===== config.mk =====
export PLATFORM = sky130hd
export DESIGN_NAME = s2p_frame_controller_flat
export DESIGN_NICKNAME = d
export VERILOG_FILES = /design/src/rtl/s2p_pkg.sv /design/src/rtl/s2p_frame_controller_if.sv /design/src/rtl/s2p_word_fifo.sv /design/src/rtl/s2p_frame_controller.sv /design/src/flat_wrapper.sv
export SDC_FILE = /design/constraint.sdc
export NUM_CORES = 1
export LEC_CHECK = 0
export CELL_PAD_IN_SITES_DETAIL_PLACEMENT = 0
export CELL_PAD_IN_SITES_GLOBAL_PLACEMENT = 1
export CORE_MARGIN = 2
export CORE_UTILIZATION = 45
export CTS_CLUSTER_DIAMETER = 120
export DETAILED_ROUTE_END_ITERATION = 10
export PLACE_DENSITY = 0.84
export SLEW_MARGIN = 20
export SYNTH_ARGS = -nofsm -noshare
export SYNTH_HDL_FRONTEND = slang
export SYNTH_HIERARCHICAL = 1
export SYNTH_SLANG_ARGS = --single-unit
export TNS_END_PERCENT = 100

===== constraint.sdc =====
create_clock -name CLK -period 4 [get_ports CLK]
set_clock_uncertainty 0.05 [all_clocks]
set_input_delay 0.8 -clock CLK [delete_from_list [all_inputs] [get_ports CLK]]
set_output_delay 0.8 -clock CLK [all_outputs]
set_load 0.02 [all_outputs]

===== src/rtl/s2p_pkg.sv =====
// Shared types and defaults for the serial-to-parallel framing path.
// Latency: n/a (declarations only).
// Backpressure: n/a.
package s2p_pkg;

    // Controller states: hunting for the sync header, or capturing words.
    typedef enum logic {
        ST_HUNT    = 1'b0,
        ST_CAPTURE = 1'b1
    } state_t;

    localparam logic [7:0] SYNC_PATTERN_DEF = 8'hA5;
    localparam int         WORD_W_DEF       = 32;
    localparam int         FRAME_WORDS_DEF  = 4;
    localparam int         FIFO_DEPTH_DEF   = 4;

    // A FIFO entry carries the data word plus its end-of-frame flag on top.
    function automatic int entry_w(input int word_w);
        return word_w + 1;
    endfunction

    localparam int ENTRY_W_DEF = entry_w(WORD_W_DEF);

endpackage


===== src/rtl/s2p_frame_controller_if.sv =====
// Serial input, parallel output and status bundle of the framing controller.
// Latency: n/a (wires only).
// Backpressure: P_READY from the consumer gates pops of the head word.
interface s2p_frame_controller_if #(
    parameter int WORD_W = s2p_pkg::WORD_W_DEF
);
    logic              S_IN;
    logic              S_VALID;
    logic              P_READY;
    logic              P_VALID;
    logic [WORD_W-1:0] P_OUT;
    logic              P_LAST;
    logic              LOCKED;
    logic              PAR_ERR;
    logic              OVERFLOW;
    logic [7:0]        FRAME_CNT;

    // Environment side: line receiver plus parallel consumer.
    modport master (
        output S_IN, S_VALID, P_READY,
        input  P_VALID, P_OUT, P_LAST, LOCKED, PAR_ERR, OVERFLOW, FRAME_CNT
    );

    // Controller side.
    modport slave (
        input  S_IN, S_VALID, P_READY,
        output P_VALID, P_OUT, P_LAST, LOCKED, PAR_ERR, OVERFLOW, FRAME_CNT
    );
endinterface


===== src/rtl/s2p_word_fifo.sv =====
// Small synchronous fall-through FIFO holding captured words with their last flag.
// Latency: a pushed entry is visible at the head the cycle after the push edge.
// Backpressure: push on full is ignored unless a pop happens in the same cycle.
module s2p_word_fifo #(
    parameter int W     = s2p_pkg::ENTRY_W_DEF,
    parameter int DEPTH = s2p_pkg::FIFO_DEPTH_DEF
) (
    input  logic         i_clk,
    input  logic         i_rst,
    input  logic         i_push,
    input  logic [W-1:0] i_push_dat,
    input  logic         i_pop,
    output logic [W-1:0] o_head_dat,
    output logic         o_full,
    output logic         o_empty
);
    localparam int AW = $clog2(DEPTH);

    logic [W-1:0] r_mem [DEPTH];
    logic [AW:0]  r_wr_ptr;
    logic [AW:0]  r_rd_ptr;
    logic         w_wr_en;
    logic         w_rd_en;

    // Extra pointer MSB distinguishes full from empty when the indices match.
    assign o_empty = (r_wr_ptr == r_rd_ptr);
    assign o_full  = (r_wr_ptr[AW] != r_rd_ptr[AW]) &&
                     (r_wr_ptr[AW-1:0] == r_rd_ptr[AW-1:0]);

    // A pop frees the head slot this cycle, so a push on full is still safe then.
    assign w_wr_en = i_push && (!o_full || i_pop);
    assign w_rd_en = i_pop && !o_empty;

    // Head is forced to zero while empty so the output is clean out of reset.
    assign o_head_dat = o_empty ? '0 : r_mem[r_rd_ptr[AW-1:0]];

    // Pointer update; reset empties the buffer.
    always_ff @(posedge i_clk) begin
        if (i_rst) begin
            r_wr_ptr <= '0;
            r_rd_ptr <= '0;
        end else begin
            if (w_wr_en) r_wr_ptr <= r_wr_ptr + (AW+1)'(1);
            if (w_rd_en) r_rd_ptr <= r_rd_ptr + (AW+1)'(1);
        end
    end

    // Storage write; contents need no reset because the head is masked when empty.
    always_ff @(posedge i_clk) begin
        if (w_wr_en) r_mem[r_wr_ptr[AW-1:0]] <= i_push_dat;
    end

endmodule


===== src/rtl/s2p_frame_controller.sv =====
// Hunts the serial stream for a sync header, captures parity-checked words of a frame, buffers them.
// Latency: word visible on P_OUT the cycle after the edge that samples its parity bit.
// Backpressure: P_READY stalls the FIFO head; words arriving on a full FIFO are dropped and flagged.
module s2p_frame_controller
    import s2p_pkg::*;
#(
    parameter logic [7:0] SYNC_PATTERN = SYNC_PATTERN_DEF,
    parameter int         WORD_W       = WORD_W_DEF,
    parameter int         FRAME_WORDS  = FRAME_WORDS_DEF,
    parameter int         FIFO_DEPTH   = FIFO_DEPTH_DEF
) (
    input  logic                  CLK,
    input  logic                  RESET,
    s2p_frame_controller_if.slave bus
);
    localparam int EW        = entry_w(WORD_W);
    localparam int BIT_IDX_W = $clog2(WORD_W + 1);

    state_t               r_state;
    logic [7:0]           r_window;
    logic [WORD_W-1:0]    r_shift;
    logic [BIT_IDX_W-1:0] r_bit_idx;
    logic [7:0]           r_word_idx;
    logic                 r_par;
    logic                 r_locked;
    logic                 r_par_err;
    logic                 r_overflow;
    logic [7:0]           r_frame_cnt;

    logic [7:0]           w_window_nxt;
    logic                 w_par_slot;
    logic                 w_par_ok;
    logic                 w_last;
    logic                 w_push;
    logic                 w_pop;
    logic                 w_push_ok;
    logic                 w_drop;
    logic [EW-1:0]        w_push_dat;
    logic [EW-1:0]        w_head_dat;
    logic                 w_full;
    logic                 w_empty;

    assign w_window_nxt = {r_window[6:0], bus.S_IN};

    // The bit after the WORD_W data bits is the parity bit; it closes the word.
    assign w_par_slot = (r_state == ST_CAPTURE) && bus.S_VALID &&
                        (r_bit_idx == BIT_IDX_W'(WORD_W));
    assign w_par_ok   = ~(r_par ^ bus.S_IN);
    assign w_last     = (r_word_idx == 8'(FRAME_WORDS - 1));
    assign w_push     = w_par_slot && w_par_ok;
    assign w_push_dat = {w_last, r_shift};

    assign w_pop      = !w_empty && bus.P_READY;
    assign w_push_ok  = w_push && (!w_full || w_pop);
    assign w_drop     = w_push && w_full && !w_pop;

    s2p_word_fifo #(
        .W     (EW),
        .DEPTH (FIFO_DEPTH)
    ) u_fifo (
        .i_clk      (CLK),
        .i_rst      (RESET),
        .i_push     (w_push),
        .i_push_dat (w_push_dat),
        .i_pop      (w_pop),
        .o_head_dat (w_head_dat),
        .o_full     (w_full),
        .o_empty    (w_empty)
    );

    // Framing FSM: sync hunt, bit/word sequencing, parity accumulation and error pulse.
    always_ff @(posedge CLK) begin
        if (RESET) begin
            r_state    <= ST_HUNT;
            r_window   <= '0;
            r_shift    <= '0;
            r_bit_idx  <= '0;
            r_word_idx <= '0;
            r_par      <= 1'b0;
            r_locked   <= 1'b0;
            r_par_err  <= 1'b0;
        end else begin
            r_par_err <= 1'b0;
            case (r_state)
                ST_HUNT: begin
                    if (bus.S_VALID) begin
                        if (w_window_nxt == SYNC_PATTERN) begin
                            r_state    <= ST_CAPTURE;
                            r_locked   <= 1'b1;
                            r_window   <= '0;
                            r_bit_idx  <= '0;
                            r_word_idx <= '0;
                            r_par      <= 1'b0;
                        end else begin
                            r_window <= w_window_nxt;
                        end
                    end
                end
                ST_CAPTURE: begin
                    if (bus.S_VALID) begin
                        if (r_bit_idx != BIT_IDX_W'(WORD_W)) begin
                            r_shift   <= {r_shift[WORD_W-2:0], bus.S_IN};
                            r_par     <= r_par ^ bus.S_IN;
                            r_bit_idx <= r_bit_idx + BIT_IDX_W'(1);
                        end else begin
                            r_bit_idx <= '0;
                            r_par     <= 1'b0;
                            if (!w_par_ok) begin
                                r_par_err <= 1'b1;
                                r_state   <= ST_HUNT;
                                r_locked  <= 1'b0;
                            end else if (w_last) begin
                                r_state  <= ST_HUNT;
                                r_locked <= 1'b0;
                            end else begin
                                r_word_idx <= r_word_idx + 8'd1;
                            end
                        end
                    end
                end
                default: begin
                    r_state  <= ST_HUNT;
                    r_locked <= 1'b0;
                end
            endcase
        end
    end

    // Sticky drop flag and count of frames whose last word made it into the FIFO.
    always_ff @(posedge CLK) begin
        if (RESET) begin
            r_overflow  <= 1'b0;
            r_frame_cnt <= '0;
        end else begin
            if (w_drop) r_overflow <= 1'b1;
            if (w_push_ok && w_last) r_frame_cnt <= r_frame_cnt + 8'd1;
        end
    end

    assign bus.P_VALID   = !w_empty;
    assign bus.P_OUT     = w_head_dat[WORD_W-1:0];
    assign bus.P_LAST    = w_head_dat[WORD_W];
    assign bus.LOCKED    = r_locked;
    assign bus.PAR_ERR   = r_par_err;
    assign bus.OVERFLOW  = r_overflow;
    assign bus.FRAME_CNT = r_frame_cnt;

endmodule


===== src/flat_wrapper.sv =====
// flat-port wrapper written by rule: the top's interface ports become plain ports
module s2p_frame_controller_flat import s2p_pkg::*;
#(
    parameter logic [7:0] SYNC_PATTERN = SYNC_PATTERN_DEF,
    parameter int         WORD_W       = WORD_W_DEF,
    parameter int         FRAME_WORDS  = FRAME_WORDS_DEF,
    parameter int         FIFO_DEPTH   = FIFO_DEPTH_DEF
)
  (CLK, RESET, bus_S_IN, bus_S_VALID, bus_P_READY, bus_P_VALID, bus_P_OUT, bus_P_LAST, bus_LOCKED, bus_PAR_ERR, bus_OVERFLOW, bus_FRAME_CNT);
  s2p_frame_controller_if #(.WORD_W(WORD_W)) bus_i ();
  input  logic CLK;
  input  logic RESET;
  input wire logic [$bits(bus_i.S_IN)-1:0] bus_S_IN;
  input wire logic [$bits(bus_i.S_VALID)-1:0] bus_S_VALID;
  input wire logic [$bits(bus_i.P_READY)-1:0] bus_P_READY;
  output wire logic [$bits(bus_i.P_VALID)-1:0] bus_P_VALID;
  output wire logic [$bits(bus_i.P_OUT)-1:0] bus_P_OUT;
  output wire logic [$bits(bus_i.P_LAST)-1:0] bus_P_LAST;
  output wire logic [$bits(bus_i.LOCKED)-1:0] bus_LOCKED;
  output wire logic [$bits(bus_i.PAR_ERR)-1:0] bus_PAR_ERR;
  output wire logic [$bits(bus_i.OVERFLOW)-1:0] bus_OVERFLOW;
  output wire logic [$bits(bus_i.FRAME_CNT)-1:0] bus_FRAME_CNT;
  assign bus_i.S_IN = bus_S_IN;
  assign bus_i.S_VALID = bus_S_VALID;
  assign bus_i.P_READY = bus_P_READY;
  assign bus_P_VALID = bus_i.P_VALID;
  assign bus_P_OUT = bus_i.P_OUT;
  assign bus_P_LAST = bus_i.P_LAST;
  assign bus_LOCKED = bus_i.LOCKED;
  assign bus_PAR_ERR = bus_i.PAR_ERR;
  assign bus_OVERFLOW = bus_i.OVERFLOW;
  assign bus_FRAME_CNT = bus_i.FRAME_CNT;
  s2p_frame_controller #(.SYNC_PATTERN(SYNC_PATTERN), .WORD_W(WORD_W), .FRAME_WORDS(FRAME_WORDS), .FIFO_DEPTH(FIFO_DEPTH)) u_core (.CLK(CLK), .RESET(RESET), .bus(bus_i));
endmodule

==> results of run 1 <==
==> routing by layer <==
layer / wire length (µm) / track usage [%] / up-vias / share of wire, %
met2: 7496 / 27.24 / 118 / 48
met1: 7100 / 21.96 / 2438 / 46
met4: 388 / 4.200 / 0 / 2.5
met5: 0 / 0 / - / 0
li1: - / - / 2279 / -
met3: 616 / 2.462 / 31 / 3.9
==> cell families (layout without fill, tap and decap cells) <==
kind of cell / Yosys count / after routing / synth area share (%)
AND/OR/NAND/NOR: 161 / 161 / 10.89
AO/OA/AOI/OAI: 67 / 67 / 5.400
multiplexers: 74 / 74 / 13.90
adder cells (fa/ha/maj): 9 / 9 / 1.346
buffers and inverters: 46 / 117 / 2.633
flip-flops: 206 / 206 / 65.10
XOR/XNOR: 7 / 7 / 0.7330
==> final cells by class <==
| type | count | area (µm²) | area share [%] |
|---|---|---|---|
| flip-flops and latches | 206 | 5446 | 55.43 |
| multi-input cells | 318 | 2735 | 27.84 |
| clock buffers | 32 | 629.4 | 6.405 |
| repair buffers | 61 | 615.6 | 6.265 |
| well taps | 229 | 286.5 | 2.916 |
| inverters | 16 | 60.06 | 0.6112 |
| clock inverters | 8 | 52.55 | 0.5348 |
==> path summary, 6_finish.rpt <==
kind	start	endpoint	slack, ns	cells past startpoint
max reg2reg	u_core/u_fifo/r_wr_ptr[0]	u_core/u_fifo/r_mem[1][25]	0.72	6
max	u_core/u_fifo/r_wr_ptr[0]	bus_P_OUT[15]	0.25	5
min reg2reg	u_core/bus.OVERFLOW	u_core/bus.OVERFLOW	0.41	2
min	u_core/bus.OVERFLOW	u_core/bus.OVERFLOW	0.41	2
==> state kept, by name, indices dropped and copies added, names as in the netlist, named ones only <==
name,cells
u_core/bus.FRAME_CNT,8
u_core/bus.LOCKED,1
u_core/bus.OVERFLOW,1
u_core/bus.PAR_ERR,1
u_core/r_bit_idx,6
u_core/r_par,1
u_core/r_shift,32
u_core/r_state,1
u_core/r_window,7
u_core/r_word_idx,8
u_core/u_fifo/r_mem,132
u_core/u_fifo/r_rd_ptr,3
u_core/u_fifo/r_wr_ptr,3
==> worst register-to-register path, delay by kind of cell (launching register included) <==
family / cells / cell delay (ns)
and+or+nand+nor: 3 / 1.39
buffers and inverters: 1 / 0.29
AOI/OAI and AO/OA: 1 / 0.58
xor gates and xnor gates: 1 / 0.19
DFF: 1 / 0.46
==> stage by stage <==
stage               cells  power, µW  util (%)  hold slack, ns
floorplan             570       2343         -          0.3819
detailed placement    830       2375     50.54          0.3877
global route          870       4341     54.33          0.4344
global placement      830       2372     50.54          0.3885
finish                870       4201     54.33          0.4068
CTS                   870       4254     54.31          0.4044
==> cell usage after synthesis (2+ instances only) <==
cell type / count / area, µm²
a311oi_1: 3 / 26.28
o31ai_1: 2 / 15.01
clkbuf_1: 15 / 56.30
nand3_1: 11 / 55.05
and3_1: 4 / 25.02
mux2_2: 3 / 33.78
o41ai_1: 4 / 35.03
or2_2: 4 / 25.02
or4_1: 3 / 22.52
and2_1: 3 / 18.77
buf_2: 10 / 50.05
nor4b_4: 2 / 47.55
a31oi_1: 5 / 31.28
o311ai_0: 2 / 17.52
o21ai_0: 11 / 55.05
nand3b_1: 3 / 22.52
ha_1: 9 / 112.6
or3_1: 6 / 37.54
buf_4: 2 / 15.01
edfxtp_1: 132 / 3964
a21oi_1: 19 / 95.09
a211oi_1: 5 / 37.54
nor3_1: 8 / 40.04
clkbuf_8: 2 / 27.53
nand2_1: 24 / 90.09
inv_1: 14 / 52.55
nor2_1: 39 / 146.4
mux2i_1: 37 / 370.4
mux4_2: 33 / 743.2
nand4_1: 6 / 37.54
o211ai_1: 4 / 30.03
dfxtp_1: 74 / 1481
xor2_1: 3 / 26.28
xnor2_1: 4 / 35.03
a41oi_1: 2 / 17.52
nor3_2: 2 / 20.02
o311ai_1: 2 / 17.52
nor2b_1: 37 / 231.5
==> power by group through the flow <==
stage	registers [µW]	logic, µW	clock network [µW]
finish	2240	87.1	1870
global route	2240	96.4	2000
CTS	2240	88.8	1920
detailed placement	2290	88.5	0
global placement	2290	85.3	0
floorplan	2290	57.0	0
==> metrics, run 1 <==
Congestion Overflow GR=0; share of layout cells above drive strength 1=15.44%; final instance area=between 9000 and 10000 µm²; worst slew pin tran=1.049 ns; CP Class=reg2out; Placer Congestion=between 0.8 and 0.9; clk_lat worst skew=approximately 0.50 ns; FILL cells=approximately 1.4k; chip height=approximately 140 µm; Top FF cell, synth=edfxtp_1; Synth warnings=6; Mapped Nets=584; H-tree levels=1; Hold Buf Count CTS=0; synth unique cells=59; post-route ant nets=0; Hold/Removal Path Class=reg2reg; placed instance area=9141 µm²; crit path cell chain=xor2_1 -> nor3_4 -> buf_4 -> nor2b_1 -> clkdlybuf4s50_1; Clk pwr share=between 40 and 50%; Worst Setup Slack, final=roughly 0.25 ns; Final Hold Viols=0; WL/cell=about 18 µm; # diodes=0; status=completed; Internal Power=3362 µW; VDD IR max=around 0.26 mV; Crit path max-delay family=simple AND/OR/NAND/NOR gates; Critical Path Fanout Max=21; synthesized area per cell=14.67 µm²; cts repair resizes=0; Layout area overhead=17.47%; # IOs=50; vias in the first global route=4943; Fmax achieved=266.4 MHz; CP max stage cell=nor3_4; clock slew at reported path FFs=roughly 0.050 ns; Initial Utilization=a little under half; die area=19690 µm²; fin crit period=3.754 ns; core area=roughly 18000 µm²; Max-Slew Margin vs Limit=29.82%; commonest non-fill, non-tap cell in the layout=edfxtp_1; overall routing resource usage=16.11%; Final Cycle Share=93.84%; Seq pwr share=between 50% and 60%; root buffer cell=clkbuf_16; Worst Path Arrival=2.90 ns; Seq cells post-synth=206; Synth Instances=570; pre-CTS setup slack=0.5781 ns; max-cap viol count=0; pin count of the biggest net entering global routing=between 50 and 60; Max Root-Sink Buffers=3; Sw Ratio=approximately a fifth; Critical Path Start Type=flip-flop; slowest stage delay, CP=approximately 0.87 ns; setup TNS=0 ns; unrepaired setup endpoints after global routing=no; CTS tree=done; HPWL after DPL=9084 µm; first-pass GRT wire length=~26000 µm; WP data required=approximately 3.2 ns; Detailed Route WL=~16000 µm; Post-Syn Area=8364 µm²; vias after detailed routing=4866; cell area power density=between 400 and 500 nW/µm²; Die Wd=between 100 and 150 µm; Post-route DRC=0; Port-buffer cells=just under 50; share of flip-flops with an asynchronous set or reset=0%; Inserted Clock Buffers=22; Slew Viols, Final=0; Post-synth EDFFs=132; initial DRC count=296; drt via density=around 5.6; count of final setup violators=0; Pre-Repair DR Iteration Count=4; Comb power frac=2.1%; post-CTS setup buffers=0; CTS sink count=206; type of destination of the critical path=output pin; num rows=49; worst path bufs/invs=2; Leak=0.003397 µW; Net Switching=838.4 µW; Final nets=between 600 and 700; sequential area share after synthesis=~65%; initial antenna violation count=0; commonest non-fill, non-tap cells in the layout=132 x edfxtp_1, 73 x dfxtp_1, 48 x clkdlybuf4s50_1
No activity file was read; power rests on OpenSTA's default activity.
==> run 2: changes to the inputs <==
Settings changed: SLEW_MARGIN 20 to unset.
==> metrics, run 2 (synthesized netlist as in run 1, its figures left out) <==
Pre-Repair DR Iteration Count=4; Slew Viols, Final=0; Placer Congestion=~0.83; CP Class=reg2out; post-route ant nets=0; Hold/Removal Path Class=reg2reg; setup TNS=0 ns; drt via density=5.598; Layout area overhead=17.44%; Max-Slew Margin vs Limit=27.21%; H-tree levels=1; type of destination of the critical path=output pin; Final Hold Viols=0; Inserted Clock Buffers=22; root buffer cell=clkbuf_16; first-pass GRT wire length=around 26000 µm; fin crit period=3.754 ns; uppermost layer routed=met4; met2 wire length=between 7000 and 8000 µm; status=completed; commonest non-fill, non-tap cells in the layout=132 x edfxtp_1, 73 x dfxtp_1, 48 x clkdlybuf4s50_1; Worst Path Arrival=roughly 2.9 ns; Leak=0.003396 µW; pin count of the biggest net entering global routing=57; overall routing resource usage=16.11%; share of layout cells above drive strength 1=~15%; Met3 Wirelength=616 µm; clk_lat worst skew=0.50 ns; VDD IR max=0.2551 mV; chip height=about 140 µm; num rows=49; unrepaired setup endpoints after global routing=no; post-CTS setup buffers=0; cts repair resizes=0; initial DRC count=296; placed instance area=9141 µm²; cell area power density=roughly 430 nW/µm²; CTS tree=done; vias in the first global route=roughly 4.9k; final instance area=9823 µm²; Critical Path Start Type=flip-flop; clock slew at reported path FFs=0.05 ns; Fmax achieved=266.4 MHz; initial antenna violation count=0; Post-route DRC=0; Port-buffer cells=49; die area=just under 20000 µm²; commonest non-fill, non-tap cell in the layout=edfxtp_1; Die Wd=approximately 140 µm; HPWL after DPL=9084 µm; worst slew pin tran=1.092 ns; WP data required=3.15 ns; Congestion Overflow GR=0; # IOs=50; count of final setup violators=0; Final Cycle Share=93.84%; max FFs per register=around 130; Final nets=639; Hold Buf Count CTS=0; met1 wire length=7089 µm; Max Root-Sink Buffers=3; CTS sink count=206; max-cap viol count=0; Detailed Route WL=15590 µm; vias after detailed routing=4870; Initial Utilization=46.25%; # diodes=0; core area=18090 µm²; Critical Path Fanout Max=21; WL/cell=17.92 µm
[run 2: cell types whose count changed in the layout (fill, tap and decap cells not counted)]
cell,change
buf_2,+1
buf_4,-1
[run 2: metal layers]
layer  global-route usage [%]  up-vias
met5                        0        -
met4                    4.200        0
met3                    2.462       31
met2                    27.24      118
met1                    21.96     2441
li1                         -     2280
[run 2: path summary, 6_finish.rpt]
kind                                                 from                    endpoint  slack [ns]  cells after the start
worst max-delay path            u_core/u_fifo/r_wr_ptr[0]               bus_P_OUT[15]        0.25                      5
worst min-delay path                  u_core/bus.OVERFLOW         u_core/bus.OVERFLOW        0.41                      2
worst max register to register  u_core/u_fifo/r_wr_ptr[0]  u_core/u_fifo/r_mem[1][25]        0.72                      6
worst min register to register        u_core/bus.OVERFLOW         u_core/bus.OVERFLOW        0.41                      2
[run 2: area by class of cell]
class / instances / area (µm²)
clock buffers: 32 / 629.4
clock inverters: 8 / 52.55
fillers: 1433 / 8263
inverters: 16 / 60.06
multi-input cells: 318 / 2735
flip-flops and latches: 206 / 5446
well taps: 229 / 286.5
repair buffers: 61 / 613.1
[run 2: metrics by stage]
stage               util (%)  instances  total power [µW]  hold WS [ns]  setup WS [ns]
global route           54.31        870              4341        0.4344        0.08638
finish                 54.31        870              4200        0.4068         0.2462
CTS                    54.31        870              4254        0.4044         0.1913
detailed placement     50.54        830              2375        0.3877         0.5781
floorplan                  -        570              2343        0.3819         0.1094
global placement       50.54        830              2372        0.3885         0.6327
[run 2: report_power, final]
part	leakage [µW]	total (µW)	switching [µW]	internal (µW)
Sequential	0.00211	2240	3.17	2240
Combinational	0.000948	86.9	59.4	27.5
Clock	0.000334	1870	776	1100
Total	0.00340	4200	838	3360
[run 2: worst max-delay path, cell delays in order (launching register included)]
cell	delay [ns]
dfxtp_1	0.46
xor2_1	0.19
nor3_4	0.87
buf_4	0.30
nor2b_1	0.06
clkdlybuf4s50_1	0.53
